## config.mk

```make
export PLATFORM = sky130hd
export DESIGN_NAME = io_port_controller_flat
export DESIGN_NICKNAME = d
export VERILOG_FILES = /design/src/rtl/io_port_controller_if.sv /design/src/rtl/io_port_controller.sv /design/src/flat_wrapper.sv
export SDC_FILE = /design/constraint.sdc
export NUM_CORES = 1
export LEC_CHECK = 0
export BUFFER_PORTS_ARGS = -buffer_cell sky130_fd_sc_hd__clkbuf_2
export CAP_MARGIN = 20
export CELL_PAD_IN_SITES_DETAIL_PLACEMENT = 0
export CELL_PAD_IN_SITES_GLOBAL_PLACEMENT = 1
export CORE_ASPECT_RATIO = 1.4
export CORE_UTILIZATION = 32
export CTS_CLUSTER_DIAMETER = 100
export CTS_CLUSTER_SIZE = 25
export DETAILED_ROUTE_END_ITERATION = 8
export PLACE_DENSITY_LB_ADDON = 0.1
export SYNTH_ARGS = -nofsm -noshare
export SYNTH_HDL_FRONTEND = slang
export SYNTH_SLANG_ARGS = --single-unit
```

## constraint.sdc

```tcl
create_clock -name clk -period 2.6 [get_ports clk]
set_input_delay 0.78 -clock clk [delete_from_list [all_inputs] [get_ports clk]]
set_output_delay 0.78 -clock clk [all_outputs]
set_load 0.005 [all_outputs]
```

## src/rtl/io_port_controller_if.sv

```systemverilog
// rtl/io_port_controller_if.sv - data-memory side bus between processor and I/O port controller
interface io_port_controller_if;
    logic [31:0] Address;
    logic [31:0] WriteData;
    logic        MemWrite;
    logic        MemRead;
    logic [31:0] ReadData;
    logic        IOSelect;

    modport master (
        output Address,
        output WriteData,
        output MemWrite,
        output MemRead,
        input  ReadData,
        input  IOSelect
    );

    modport slave (
        input  Address,
        input  WriteData,
        input  MemWrite,
        input  MemRead,
        output ReadData,
        output IOSelect
    );
endinterface

```

## src/rtl/io_port_controller.sv

```systemverilog
// rtl/io_port_controller.sv - memory-mapped output register, debounced input port and sticky change flag
module io_port_controller #(
    parameter logic [31:0] PORT_OUT_ADDR   = 32'h1001_0024,
    parameter logic [31:0] PORT_IN_ADDR    = 32'h1001_0028,
    parameter logic [31:0] STATUS_ADDR     = 32'h1001_002C,
    parameter int          DEBOUNCE_CYCLES = 4
) (
    input  logic                   clk,
    input  logic                   reset,
    io_port_controller_if.slave    bus,
    input  logic [7:0]             PortIn,
    output logic [31:0]            PortOut,
    output logic                   InChanged
);

    // Terminal count: a mismatch seen on this many consecutive edges is accepted.
    localparam logic [7:0] CNT_LAST = 8'(DEBOUNCE_CYCLES - 1);

    logic [7:0] sync1;
    logic [7:0] sync2;
    logic [7:0] stable;
    logic [7:0] cnt;

    logic hit_out;
    logic hit_in;
    logic hit_status;
    logic accept;
    logic status_rd;

    // Exact full-width address decode; no aliasing anywhere in the I/O window.
    always_comb begin
        hit_out    = (bus.Address == PORT_OUT_ADDR);
        hit_in     = (bus.Address == PORT_IN_ADDR);
        hit_status = (bus.Address == STATUS_ADDR);
        status_rd  = bus.MemRead && hit_status;
        accept     = (sync2 != stable) && (cnt == CNT_LAST);
    end

    // Load path and write-back mux select, both settle within the lw cycle.
    always_comb begin
        bus.ReadData = 32'b0;
        bus.IOSelect = bus.MemRead && (hit_out || hit_in || hit_status);
        if (bus.MemRead) begin
            if (hit_out)
                bus.ReadData = PortOut;
            else if (hit_in)
                bus.ReadData = {24'b0, stable};
            else if (hit_status)
                bus.ReadData = {31'b0, InChanged};
        end
    end

    // Output register: only stores to PORT_OUT_ADDR land here.
    always_ff @(posedge clk or posedge reset) begin
        if (reset)
            PortOut <= 32'b0;
        else if (bus.MemWrite && hit_out)
            PortOut <= bus.WriteData;
    end

    // Two-flop synchronizer for the asynchronous switches.
    always_ff @(posedge clk or posedge reset) begin
        if (reset) begin
            sync1 <= 8'b0;
            sync2 <= 8'b0;
        end else begin
            sync1 <= PortIn;
            sync2 <= sync1;
        end
    end

    // Whole-vector debounce: any mismatch keeps counting, even if the value wanders.
    always_ff @(posedge clk or posedge reset) begin
        if (reset) begin
            stable <= 8'b0;
            cnt    <= 8'b0;
        end else if (sync2 == stable) begin
            cnt <= 8'b0;
        end else if (cnt == CNT_LAST) begin
            stable <= sync2;
            cnt    <= 8'b0;
        end else begin
            cnt <= cnt + 8'd1;
        end
    end

    // Sticky change flag: a new accepted value beats a concurrent status read.
    always_ff @(posedge clk or posedge reset) begin
        if (reset)
            InChanged <= 1'b0;
        else if (accept)
            InChanged <= 1'b1;
        else if (status_rd)
            InChanged <= 1'b0;
    end

endmodule

```

## src/flat_wrapper.sv

```systemverilog
// flat-port wrapper written by rule: the top's interface ports become plain ports
module io_port_controller_flat 
#(
    parameter logic [31:0] PORT_OUT_ADDR   = 32'h1001_0024,
    parameter logic [31:0] PORT_IN_ADDR    = 32'h1001_0028,
    parameter logic [31:0] STATUS_ADDR     = 32'h1001_002C,
    parameter int          DEBOUNCE_CYCLES = 4
)
  (clk, reset, PortIn, PortOut, InChanged, bus_Address, bus_WriteData, bus_MemWrite, bus_MemRead, bus_ReadData, bus_IOSelect);
  io_port_controller_if bus_i ();
  input  logic clk;
  input  logic reset;
  input  logic [7:0] PortIn;
  output logic [31:0] PortOut;
  output logic InChanged;
  input wire logic [$bits(bus_i.Address)-1:0] bus_Address;
  input wire logic [$bits(bus_i.WriteData)-1:0] bus_WriteData;
  input wire logic [$bits(bus_i.MemWrite)-1:0] bus_MemWrite;
  input wire logic [$bits(bus_i.MemRead)-1:0] bus_MemRead;
  output wire logic [$bits(bus_i.ReadData)-1:0] bus_ReadData;
  output wire logic [$bits(bus_i.IOSelect)-1:0] bus_IOSelect;
  assign bus_i.Address = bus_Address;
  assign bus_i.WriteData = bus_WriteData;
  assign bus_i.MemWrite = bus_MemWrite;
  assign bus_i.MemRead = bus_MemRead;
  assign bus_ReadData = bus_i.ReadData;
  assign bus_IOSelect = bus_i.IOSelect;
  io_port_controller #(.PORT_OUT_ADDR(PORT_OUT_ADDR), .PORT_IN_ADDR(PORT_IN_ADDR), .STATUS_ADDR(STATUS_ADDR), .DEBOUNCE_CYCLES(DEBOUNCE_CYCLES)) u_core (.clk(clk), .reset(reset), .bus(bus_i), .PortIn(PortIn), .PortOut(PortOut), .InChanged(InChanged));
endmodule
```

* After elaboration in Yosys (flattened, before gate mapping) *
Index checks and enable logic that the tools add are counted.

storage, ports and cells
  word-level logic and storage cells = 30
  output and inout bits = 66
  input port bits = 76
  flip-flop bits (word level) = 65

operators by class
  reductions and logical operators = 8
  bitwise logic cells = 1
  equal/unequal tests = 6
  $add $sub $neg = 1
  muxes and demuxes = 8

operator list
  kind                    number
  $eq A32 B29 Y1 const B  3
  $mux W32                3
  $mux W8                 2
  $add A8 B1 Y8 const B   1
  $eq A8 B2 Y1 const B    1
  $eq A8 B8 Y1            1
  $ne A8 B8 Y1            1
  $logic_and A1 B1 Y1     4
  $mux W1                 3
  $logic_or A1 B1 Y1      2
  $reduce_and A2 Y1       1
  $reduce_bool A2 Y1      1
  $not A1 Y1              1

* Depth between registers and ports, before layout *
Gate-level depths: netlist (run 1).

  depth in word-level cells = 5
  gate-level depth with buffers = 5
  depth with buffers taken out = 5

* Least setup slack after synthesis (run 1) *
No wires, ideal clock.

  path kind = input to output
  from = in bus_Address[27]
  to = out bus_ReadData[0]
  arrival time = 1.995 ns
  stages = 4
  slack = -0.175 ns
  required time = 1.820 ns
  buffers on the path = 0
  cell sequence = nor4b_1 > nand4_1 > or2_2 > nor4_1

on the way
  cells in the longest elaborated chain, start to end = 5
  elaborated cells on any way between the ends = 7
  classes of those cells = 3 x eq/ne; 4 x mux

ends and longest elaborated chain
  what            line                      RTL
  from (decl)     flat_wrapper.sv:16        input wire logic [$bits(bus_i.Address)-1:0] bus_Address;
  $eq A32 B29 Y1  io_port_controller.sv:34  hit_status = (bus.Address == STATUS_ADDR);
  $mux W1         io_port_controller.sv:48  else if (hit_status)
  $mux W32        io_port_controller.sv:46  else if (hit_in)
  $mux W32 (*)    io_port_controller.sv:44  if (hit_out)
  $mux W32 (*)    io_port_controller.sv:43  if (bus.MemRead) begin
  to (decl)       flat_wrapper.sv:20        output wire logic [$bits(bus_i.ReadData)-1:0] bus_ReadData;

Mark *: on every way between the ends. The rest lies on a longest branch, timed or not.

* Final worst setup path (run 1) *
  from = in bus_Address[24]
  to = out bus_ReadData[1]

on the way
  cells in the longest elaborated chain, start to end = 4
  elaborated cells on any way between the ends = 5
  classes of those cells = 2 x eq/ne; 3 x mux

ends and longest elaborated chain
  what            line                      RTL
  $eq A32 B29 Y1  io_port_controller.sv:33  hit_in = (bus.Address == PORT_IN_ADDR);
  $mux W32        io_port_controller.sv:46
  $mux W32 (*)    io_port_controller.sv:44
  $mux W32 (*)    io_port_controller.sv:43

Marked as above.

==> flow_summary_export.csv, run 1 <==
group,metric,value,unit
outcome,status,"complete, but fails checks",
outcome,violations,"design-rule violations, negative setup slack",
place,place_inst,464,
setup_path,endpoint_kind,"primary output",
job,maxCapViolCount,0,
die,num_rows,41,
place,dpl.hpwl,4790,um
cts,cts_tree,"done",
place,gp_congestion,0.750,
die,dieArea,0.00978,mm2
timing,grt_setup_unrepaired,"yes",
layout,fillers,838,
synthesis,synth_nets,283,
die,fp.dieH,117,um
synthesis,seq_area_frac_synth,0.542,
pwr,internal_power,0.00219,W
global_routing,grt_start_max_net_pins,66,
synthesis,async_flop_share,1.00,
drt,final_antenna_net_count,0,
drt,drcViolationCount,12,
setup_path,cp_max_fo,8,
worst_hold_path,min_path_type,"flip-flop to flip-flop",
cts,clk_latency,320,ps
setup_path,worstPathRequired,1820,ps
cts,clk_path_buf_depth,2,
setup_path,critPathKind,"primary input to primary output",
synthesis,yosysWarnings,0,
timing,fmax,0.339,GHz
pwr,seq_power_share,0.428,
die,start_util,0.331,
cts,numCtsBuffers,9,
pwr,total_power,0.00288,W
die,core,0.00908,mm2
worst_hold_path,holdPathStages,0,
synthesis,syn_inst,206,
pwr,ir_worst_vdd,0.320,mV
timing,report.final.slew_viol_count,0,
setup_path,reg2reg_depth,4,
cts,cts_htree_levels,3,
timing,worst_pin_slew,631,ps
timing,layout_setup_ws,-352,ps
drt,post_drt_wl_per_cell,14.6,um
synthesis,ys.flop_type,"dfrtp_1",
drt,viasPerCell,4.59,
timing,clock_skew,5.82,ps
synthesis,syn_area_per_cell,14.6,um2
setup_path,start_kind,"primary input",
global_routing,grt_pass1_wl,10700,um
drt,dr.pass1.iters,6,
pwr,power_density,642,mW/mm2
timing,setup_viol,33,
cts,cts_hold_buf,0,
global_routing,antenna_found_initial,0,
layout,fin_cells,486,
drt,drt-total-wl,7100,um
cts,clkSlewWorstSetupHoldPaths,60,ps
global_routing,grt_overflow,0,
global_routing,grt_pass1_vias,2204,
synthesis,ys_seq_elements,65,
pwr,switchingPower,0.000695,W
pwr,leakagePower,2.33,nW
timing,hold_viol,0,
pwr,switching_share,0.241,
cts,cts_root_buf,"clkbuf_16",
synthesis,synth_edf_count,0,
layout,nets,451,
pwr,p_comb_frac,0.115,
synthesis,synth.distinct_cells,33,
timing,fin_crit,2950,ps
timing,post-route-period-util,1.14,
global_routing,grtUsageTotal,0.143,
place,place_ws,-335,ps
timing,max-slew-margin-rel,0.576,
synthesis,syn_area,0.00300,mm2
pwr,pwr-share-clk,0.457,
die,io_pins,142,
layout,drive_gt1_frac,0.644,
drt,vias,2230,
cts,cts_sinks,65,
drt,drt_iter0_markers,84,
setup_path,cp_data_arrival_time,2170,ps
place,port_buffers,141,
die,die_w,83.9,um
layout,area_growth,49.5,%
layout,diodes,0,
[critical path, stage by stage]
cell,delay [ps]
buf_6,100
nor4b_4,310
nand4_4,190
nor3_4,260
buf_6,150
clkbuf_16,150
a22o_1,130
buf_2,110
[path summary, 6_finish.rpt]
check                                 startpoint                 to  slack, ps
max in group asynchronous                  reset  u_core.PortOut[1]       1810
min in group asynchronous                  reset  u_core.PortOut[3]        500
worst max register to register  u_core.stable[6]   u_core.stable[6]        720
worst min register to register   u_core.sync1[7]    u_core.sync2[7]        350
worst min-delay path             u_core.sync1[7]    u_core.sync2[7]        350
worst max-delay path             bus_Address[24]    bus_ReadData[1]       -350
[cells by family after synthesis]
group	synth area share
fa+ha+maj	0.00417
buf+inv	0.0254
simple gates	0.161
xor+xnor	0.0408
mux	0.191
flops	0.542
compound gates	0.0358
[state kept, by name, indices dropped and copies added, names as in the netlist]
name	cells
u_core.sync2	8
u_core.sync1	8
u_core.InChanged	1
u_core.cnt	8
u_core.PortOut	32
u_core.stable	8
[metrics by stage]
step / cell area [um2] / TNS (ps) / hold slack [ps] / util
6_report: 4490 / -10880 / 348 / 0.495
5_1_grt: 4490 / -13390 / 354 / 0.495
4_1_cts: 4330 / -10170 / 348 / 0.476
3_5_place_dp: 3990 / -9880 / 335 / 0.439
3_3_place_gp: 3990 / -9260 / 336 / 0.439
2_1_floorplan: 3060 / -1740 / 331 / -
[area by class of cell]
cell class                      instances  area [um2]  area share
Clock buffer                           10         239      0.0532
Clock inverter                          6        90.1      0.0201
Inverter                                1        3.75    0.000836
Multi-Input combinational cell        134        1380       0.306
Sequential cell                        65        1630       0.362
Tap cell                              107         134      0.0298
Timing Repair Buffer                  163        1020       0.227
[power groups by stage]
stage / Clock [W] / Combinational (W) / Sequential (W)
finish: 0.00132 / 0.000332 / 0.00123
global route: 0.00139 / 0.000380 / 0.00125
CTS: 0.00135 / 0.000335 / 0.00124
detailed placement: 0 / 0.000329 / 0.00125
global placement: 0 / 0.000323 / 0.00125
floorplan: 0 / 0.000214 / 0.00122
[cells in the mapped netlist, drive strengths merged, types with 2 or more instances]
cell / n / area share
and3: 2 / 0.0042
nor2: 9 / 0.011
nand2: 3 / 0.0037
dfrtp: 65 / 0.54
nand3: 6 / 0.010
nor3: 2 / 0.0088
clkbuf: 2 / 0.0025
nand4: 3 / 0.011
nor4b: 3 / 0.019
xor2: 12 / 0.035
mux2: 41 / 0.19
a22o: 7 / 0.020
buf: 4 / 0.022
a21oi: 2 / 0.0046
nor4: 9 / 0.034
and2: 25 / 0.052
xnor2: 2 / 0.0058
[cell usage in the layout (no fill, tap or decap), drive strengths merged]
| master | Yosys | routed |
|---|---|---|
| or2 | 1 | 1 |
| nand3 | 6 | 6 |
| a22o | 7 | 7 |
| o31ai | 1 | 1 |
| nand2b | 1 | 1 |
| buf | 4 | 40 |
| ha | 1 | 1 |
| nand2 | 3 | 3 |
| xnor2 | 2 | 2 |
| dfrtp | 65 | 65 |
| mux2 | 41 | 41 |
| and2b | 1 | 1 |
| inv | 1 | 2 |
| clkinv | 0 | 2 |
| bufinv | 0 | 2 |
| and2 | 25 | 25 |
| nand4 | 3 | 3 |
| nor2 | 9 | 9 |
| nor4b | 3 | 3 |
| xor2 | 12 | 12 |
| clkinvlp | 0 | 1 |
| clkbuf | 2 | 133 |
| a21bo | 1 | 1 |
| nor3 | 2 | 2 |
| nor4 | 9 | 9 |
| a22oi | 1 | 1 |
| a21oi | 2 | 2 |
| a21boi | 1 | 1 |
| and3 | 2 | 2 |
[metal layers]
metal / global-route usage / wire length (um) / vias to the layer above / share of wire
met1: 0.166 / 2930 / 1061 / 0.41
li1: - / - / 1067 / -
met2: 0.245 / 3610 / 92 / 0.51
met4: 0.0586 / 105 / 0 / 0.015
met5: 0 / 0 / - / 0
met3: 0.0466 / 454 / 10 / 0.064
[repair_timing]
action	CTS	global route
endpoints found under the hold margin	0	0
cloned	0	2
resized for setup	1	35
endpoints found under the setup margin	33	33
setup buffers	1	3
pin swaps	0	11
No activity file was read; power rests on OpenSTA's default activity.
==> run 2, diff against run 1 <==
- PLACE_DENSITY: default -> 0.76
- PLACE_DENSITY_LB_ADDON: 0.1 -> default
==> flow_summary_export.csv, run 2 (synthesis gave the netlist of run 1 again) <==
group,metric,value,unit
die,core,0.00908,mm2
layout,mostFrequentLayoutCell,"clkbuf_2",
layout,multi_input_area,0.00136,mm2
cts,cts_htree_levels,3,
layout,drive_gt1_frac,0.621,
layout,ff_latch_area,0.00163,mm2
pwr,leakagePower,2.26,nW
setup_path,start_kind,"primary input",
cts,cts_root_buf,"clkbuf_16",
drt,viasPerCell,4.57,
timing,grt_setup_unrepaired,"yes",
global_routing,grt_pass1_vias,2321,
worst_hold_path,holdPathEnd,"u_core.sync2[7]",
setup_path,cp_max_fo,24,
die,num_rows,41,
setup_path,endpoint_kind,"primary output",
place,dpl.hpwl,5120,um
layout,top_register,"u_core.PortOut",
timing,setup_tns,-9350,ps
die,fp.dieH,117,um
pwr,total_power,0.00275,W
die,dieArea,0.00978,mm2
outcome,status,"complete, but fails checks",
outcome,violations,"design-rule violations, negative setup slack",
global_routing,grt_overflow,0,
timing,post-route-period-util,1.12,
cts,cts_sinks,65,
timing,fmax,0.344,GHz
layout,area_growth,43.8,%
die,die_w,83.9,um
drt,post_drt_wl_per_cell,14.0,um
timing,hold_viol,0,
layout,largest_reg_flops,32,
setup_path,reg2reg_depth,4,
setup_path,critPathKind,"primary input to primary output",
place,port_buffers,141,
worst_hold_path,holdPathStages,0,
setup_path,cp_data_arrival_time,2120,ps
pwr,power_density,638,mW/mm2
drt,vias,2202,
layout,final_core_util,0.476,
cts,clk_path_buf_depth,2,
timing,report.final.slew_viol_count,0,
worst_hold_path,hp-start,"u_core.sync1[7]",
drt,drt_iter0_markers,77,
setup_path,r2r_start,"u_core.stable[6]",
cts,cts_tree,"done",
place,gp_congestion,0.720,
global_routing,grt_start_max_net_pins,43,
setup_path,regToRegSetupSlack,740,ps
global_routing,grt_pass1_wl,11200,um
die,start_util,0.331,
drt,drcViolationCount,8,
setup_path,r2r_end,"u_core.stable[3]",
layout,fillers,852,
layout,diodes,0,
job,maxCapViolCount,0,
drt,drt-total-wl,6750,um
layout,nets,448,
setup_path,startpoint,"bus_Address[20]",
cts,clkSlewWorstSetupHoldPaths,50,ps
timing,layout_setup_ws,-303,ps
timing,max-slew-margin-rel,0.591,
cts,numCtsBuffers,9,
layout,most-common-layout-cells,"clkbuf_2, dfrtp_1, mux2_4",
layout,final_design_area_no_fill,0.00432,mm2
global_routing,antenna_found_initial,0,
drt,final_antenna_net_count,0,
timing,worst_pin_slew,608,ps
timing,clock_skew,4.87,ps
worst_hold_path,min_path_type,"flip-flop to flip-flop",
timing,setup_viol,33,
die,io_pins,142,
cts,clk_latency,320,ps
pwr,ir_worst_vdd,0.307,mV
timing,fin_crit,2900,ps
place,place_ws,-389,ps
drt,dr.pass1.iters,8,
global_routing,grtUsageTotal,0.150,
setup_path,worstPathRequired,1820,ps
place,place_area,0.00397,mm2
## run 2: changes by cell type in the layout (fill, tap and decap cells not counted), sizes merged
cell	previous run	this run
buf	40	22
bufinv	2	1
clkbuf	133	150
clkinvlp	1	0
inv	2	1
## run 2: layout make-up
| type | count | share of cell area |
|---|---|---|
| Sequential cell | 65 | 0.377 |
| Multi-Input combinational cell | 134 | 0.316 |
| Timing Repair Buffer | 160 | 0.207 |
| Clock buffer | 12 | 0.0594 |
| Tap cell | 107 | 0.0310 |
| Clock inverter | 3 | 0.00927 |
| Inverter | 1 | 0.000869 |
## run 2: worst max-delay path, stage by stage
cell      delay, ps
buf_6           100
nor4_4          280
nand4_1         140
buf_6           160
nor3_4          190
buf_6           210
and2_1          150
clkbuf_2        110
## run 2: timing repair
action                     4_1_cts  5_1_grt
resized for setup                3        6
hold buffers                     0        0
setup buffers                    1        2
setup endpoints to repair       33       33
pin swaps                        2        0
## run 2: metal layers
| metal | GRT usage | part of all wire | vias to the layer above |
|---|---|---|---|
| met5 | 0 | 0 | - |
| met4 | 0.0770 | 0.029 | 0 |
| met3 | 0.0452 | 0.059 | 14 |
| met2 | 0.257 | 0.51 | 88 |
| met1 | 0.170 | 0.41 | 1048 |
| li1 | - | - | 1052 |
## run 2: report_power, final
group | switching (W) | total, W | leakage [nW] | internal, W
clock network | 0.000408 | 0.00119 | 0.148 | 0.000785
registers | 0.000106 | 0.00123 | 0.842 | 0.00113
logic | 0.000140 | 0.000327 | 1.27 | 0.000186
## run 2: per-stage QoR
step	cells	hold slack [ps]
6_report	482	351
5_1_grt	482	362
4_1_cts	480	354
2_1_floorplan	206	331
3_3_place_gp	464	332
3_5_place_dp	464	337
## run 2: worst max path at each step
| stage | depth (start not counted) | end |
|---|---|---|
| after floorplan | 5 | bus_ReadData[11] |
| after global placement | 8 | bus_ReadData[9] |
| after detailed placement | 7 | bus_ReadData[9] |
| after CTS | 8 | bus_ReadData[9] |
| after global routing | 8 | bus_ReadData[18] |
| final | 8 | bus_ReadData[25] |
==> run 3, diff against run 2 <==
- CELL_PAD_IN_SITES_DETAIL_PLACEMENT: 0 -> 1
- GPL_TIMING_DRIVEN: default -> 0
- RECOVER_POWER: default -> 50
==> flow_summary_export.csv, run 3 (synthesis gave the netlist of run 1 again) <==
group,metric,value,unit
outcome,status,"complete, but fails checks",
outcome,violations,"design-rule violations, negative setup slack",
die,fp.dieH,117,um
timing,max-slew-margin-rel,0.313,
global_routing,grt_start_max_net_pins,43,
global_routing,grt.met2_usage,0.324,
timing,hold_ws,349,ps
cts,cts_hold_buf,0,
layout,fillers,974,
drt,post_drt_wl_per_cell,17.3,um
setup_path,worstPathRequired,1820,ps
setup_path,cp_num_buf_inv,4,
pwr,total_power,0.00305,W
die,io_pins,142,
timing,grt_setup_unrepaired,"yes",
drt,drt-total-wl,8370,um
setup_path,r2r_start,"u_core.stable[6]",
die,die_w,83.9,um
setup_path,regToRegSetupSlack,700,ps
cts,cts_tree,"done",
timing,setup_viol,33,
setup_path,endpoint_kind,"primary output",
setup_path,cp_slowest_stage_delay,310,ps
drt,drcViolationCount,8,
cts,cts_root_buf,"clkbuf_16",
drt,vias,2284,
cts,clk_path_buf_depth,2,
die,core,0.00908,mm2
setup_path,crit_top_cell,"buf_6",
place,gp_congestion,0.759,
setup_path,cp_max_fo,5,
drt,viasPerCell,4.73,
pwr,switching_share,0.231,
pwr,internal_power,0.00234,W
timing,report.final.slew_viol_count,0,
timing,layout_setup_ws,-382,ps
setup_path,reg2reg_depth,4,
setup_path,r2r_end,"u_core.stable[6]",
pwr,ir_worst_vdd,0.297,mV
timing,worst_pin_slew,1030,ps
setup_path,cpLargestDelayFamily,"simple AND/OR/NAND/NOR gates",
worst_hold_path,holdPathEnd,"u_core.sync2[0]",
setup_path,critPathKind,"primary input to primary output",
cts,cts_sinks,65,
timing,post-route-period-util,1.15,
worst_hold_path,hp-start,"u_core.sync1[0]",
layout,diodes,0,
global_routing,grt_overflow,0,
layout,most-common-layout-cells,"clkbuf_2, dfrtp_1, mux2_4",
layout,drive_gt1_frac,0.681,
die,start_util,0.331,
pwr,p_comb_frac,0.108,
setup_path,cp.depth,8,
layout,largest_reg_flops,32,
cts,cts_htree_levels,3,
place,port_buffers,141,
global_routing,grt_pass1_vias,2521,
die,num_rows,41,
global_routing,antenna_found_initial,0,
timing,fin_crit,2980,ps
cts,clkSlewWorstSetupHoldPaths,50,ps
drt,drt_iter0_markers,92,
pwr,leakagePower,2.38,nW
layout,nets,448,
cts,numCtsBuffers,9,
timing,hold_viol,0,
pwr,switchingPower,0.000703,W
global_routing,met1_usage,0.187,
cts,clk_latency,330,ps
timing,clock_skew,4.64,ps
drt,final_antenna_net_count,0,
global_routing,grtUsageTotal,0.175,
pwr,pwr-share-clk,0.485,
die,dieArea,0.00978,mm2
layout,top_register,"u_core.PortOut",
global_routing,grt_pass1_wl,12800,um
layout,area_growth,54.6,%
setup_path,worstPathCellList,"clkbuf_2 > nor4_4 > nand4_4 > nor3_4 > buf_6 > clkbuf_16 > and2_4 > buf_6",
place,dpl.hpwl,5870,um
layout,mostFrequentLayoutCell,"clkbuf_2",
pwr,seq_power_share,0.407,
job,maxCapViolCount,0,
setup_path,slowest_stage,"nor4_4",
timing,fmax,0.335,GHz
setup_path,start_kind,"primary input",
setup_path,cp_data_arrival_time,2200,ps
worst_hold_path,min_path_type,"flip-flop to flip-flop",
global_routing,top_usage_layer,"met2",
drt,dr.pass1.iters,7,
global_routing,grt_use_met3,0.0445,
pwr,power_density,656,mW/mm2
worst_hold_path,holdPathStages,0,
==> run 3: cell types whose count changed in the layout (fill, tap and decap cells not counted), sizes merged <==
cell    change
buf        +20
bufinv      +3
clkinv      +1
clkbuf     -23
==> run 3: per-layer routing <==
metal,wire (um),share of wire
met5,0,0
met4,293,0.035
met3,507,0.061
met2,4520,0.54
met1,3050,0.36
==> run 3: cell type report <==
class	count	area (um2)	share of cell area
plain buffers	6	105	0.0226
multi-input cells	134	1420	0.305
well taps	107	134	0.0288
inverters	1	3.75	0.000808
clock buffers	9	225	0.0485
repair buffers	154	990	0.213
flip-flops and latches	65	1630	0.350
clock inverters	7	143	0.0307
==> run 3: how the worst max path moves through the flow <==
stage | from | end | slack, ps
6_report | bus_Address[13] | bus_ReadData[30] | -380
4_1_cts | bus_Address[22] | bus_ReadData[3] | -390
3_5_place_dp | bus_Address[19] | bus_ReadData[3] | -640
3_3_place_gp | bus_Address[20] | bus_ReadData[3] | -620
5_1_grt | bus_Address[19] | bus_ReadData[3] | -470
2_1_floorplan | bus_Address[20] | bus_ReadData[11] | -60
==> run 3: stage by stage <==
| stage | setup WS [ps] | setup TNS (ps) | cell area, um2 | instances | util |
|---|---|---|---|---|---|
| finish | -382 | -11590 | 4640 | 483 | 0.511 |
| global route | -471 | -14180 | 4640 | 483 | 0.511 |
| CTS | -385 | -11810 | 4400 | 480 | 0.485 |
| detailed placement | -645 | -19790 | 3920 | 455 | 0.432 |
| global placement | -616 | -55200 | 3900 | 454 | 0.429 |
| floorplan | -59.0 | -1740 | 3060 | 206 | - |
==> run 3: power by group through the flow <==
| stage | registers [W] | logic, W | clock network, W |
|---|---|---|---|
| after floorplan | 0.00122 | 0.000214 | 0 |
| after global placement | 0.00125 | 0.000306 | 0 |
| after detailed placement | 0.00126 | 0.000331 | 0 |
| after CTS | 0.00124 | 0.000335 | 0.00151 |
| after global routing | 0.00126 | 0.000371 | 0.00155 |
| final | 0.00124 | 0.000330 | 0.00148 |
==> run 3: what timing repair did <==
action / CTS / global route
pin swaps: 6 / 14
setup endpoints to repair: 33 / 33
buffers inserted: 8 / 1
resized for setup: 12 / 66
cloned: 1 / 2
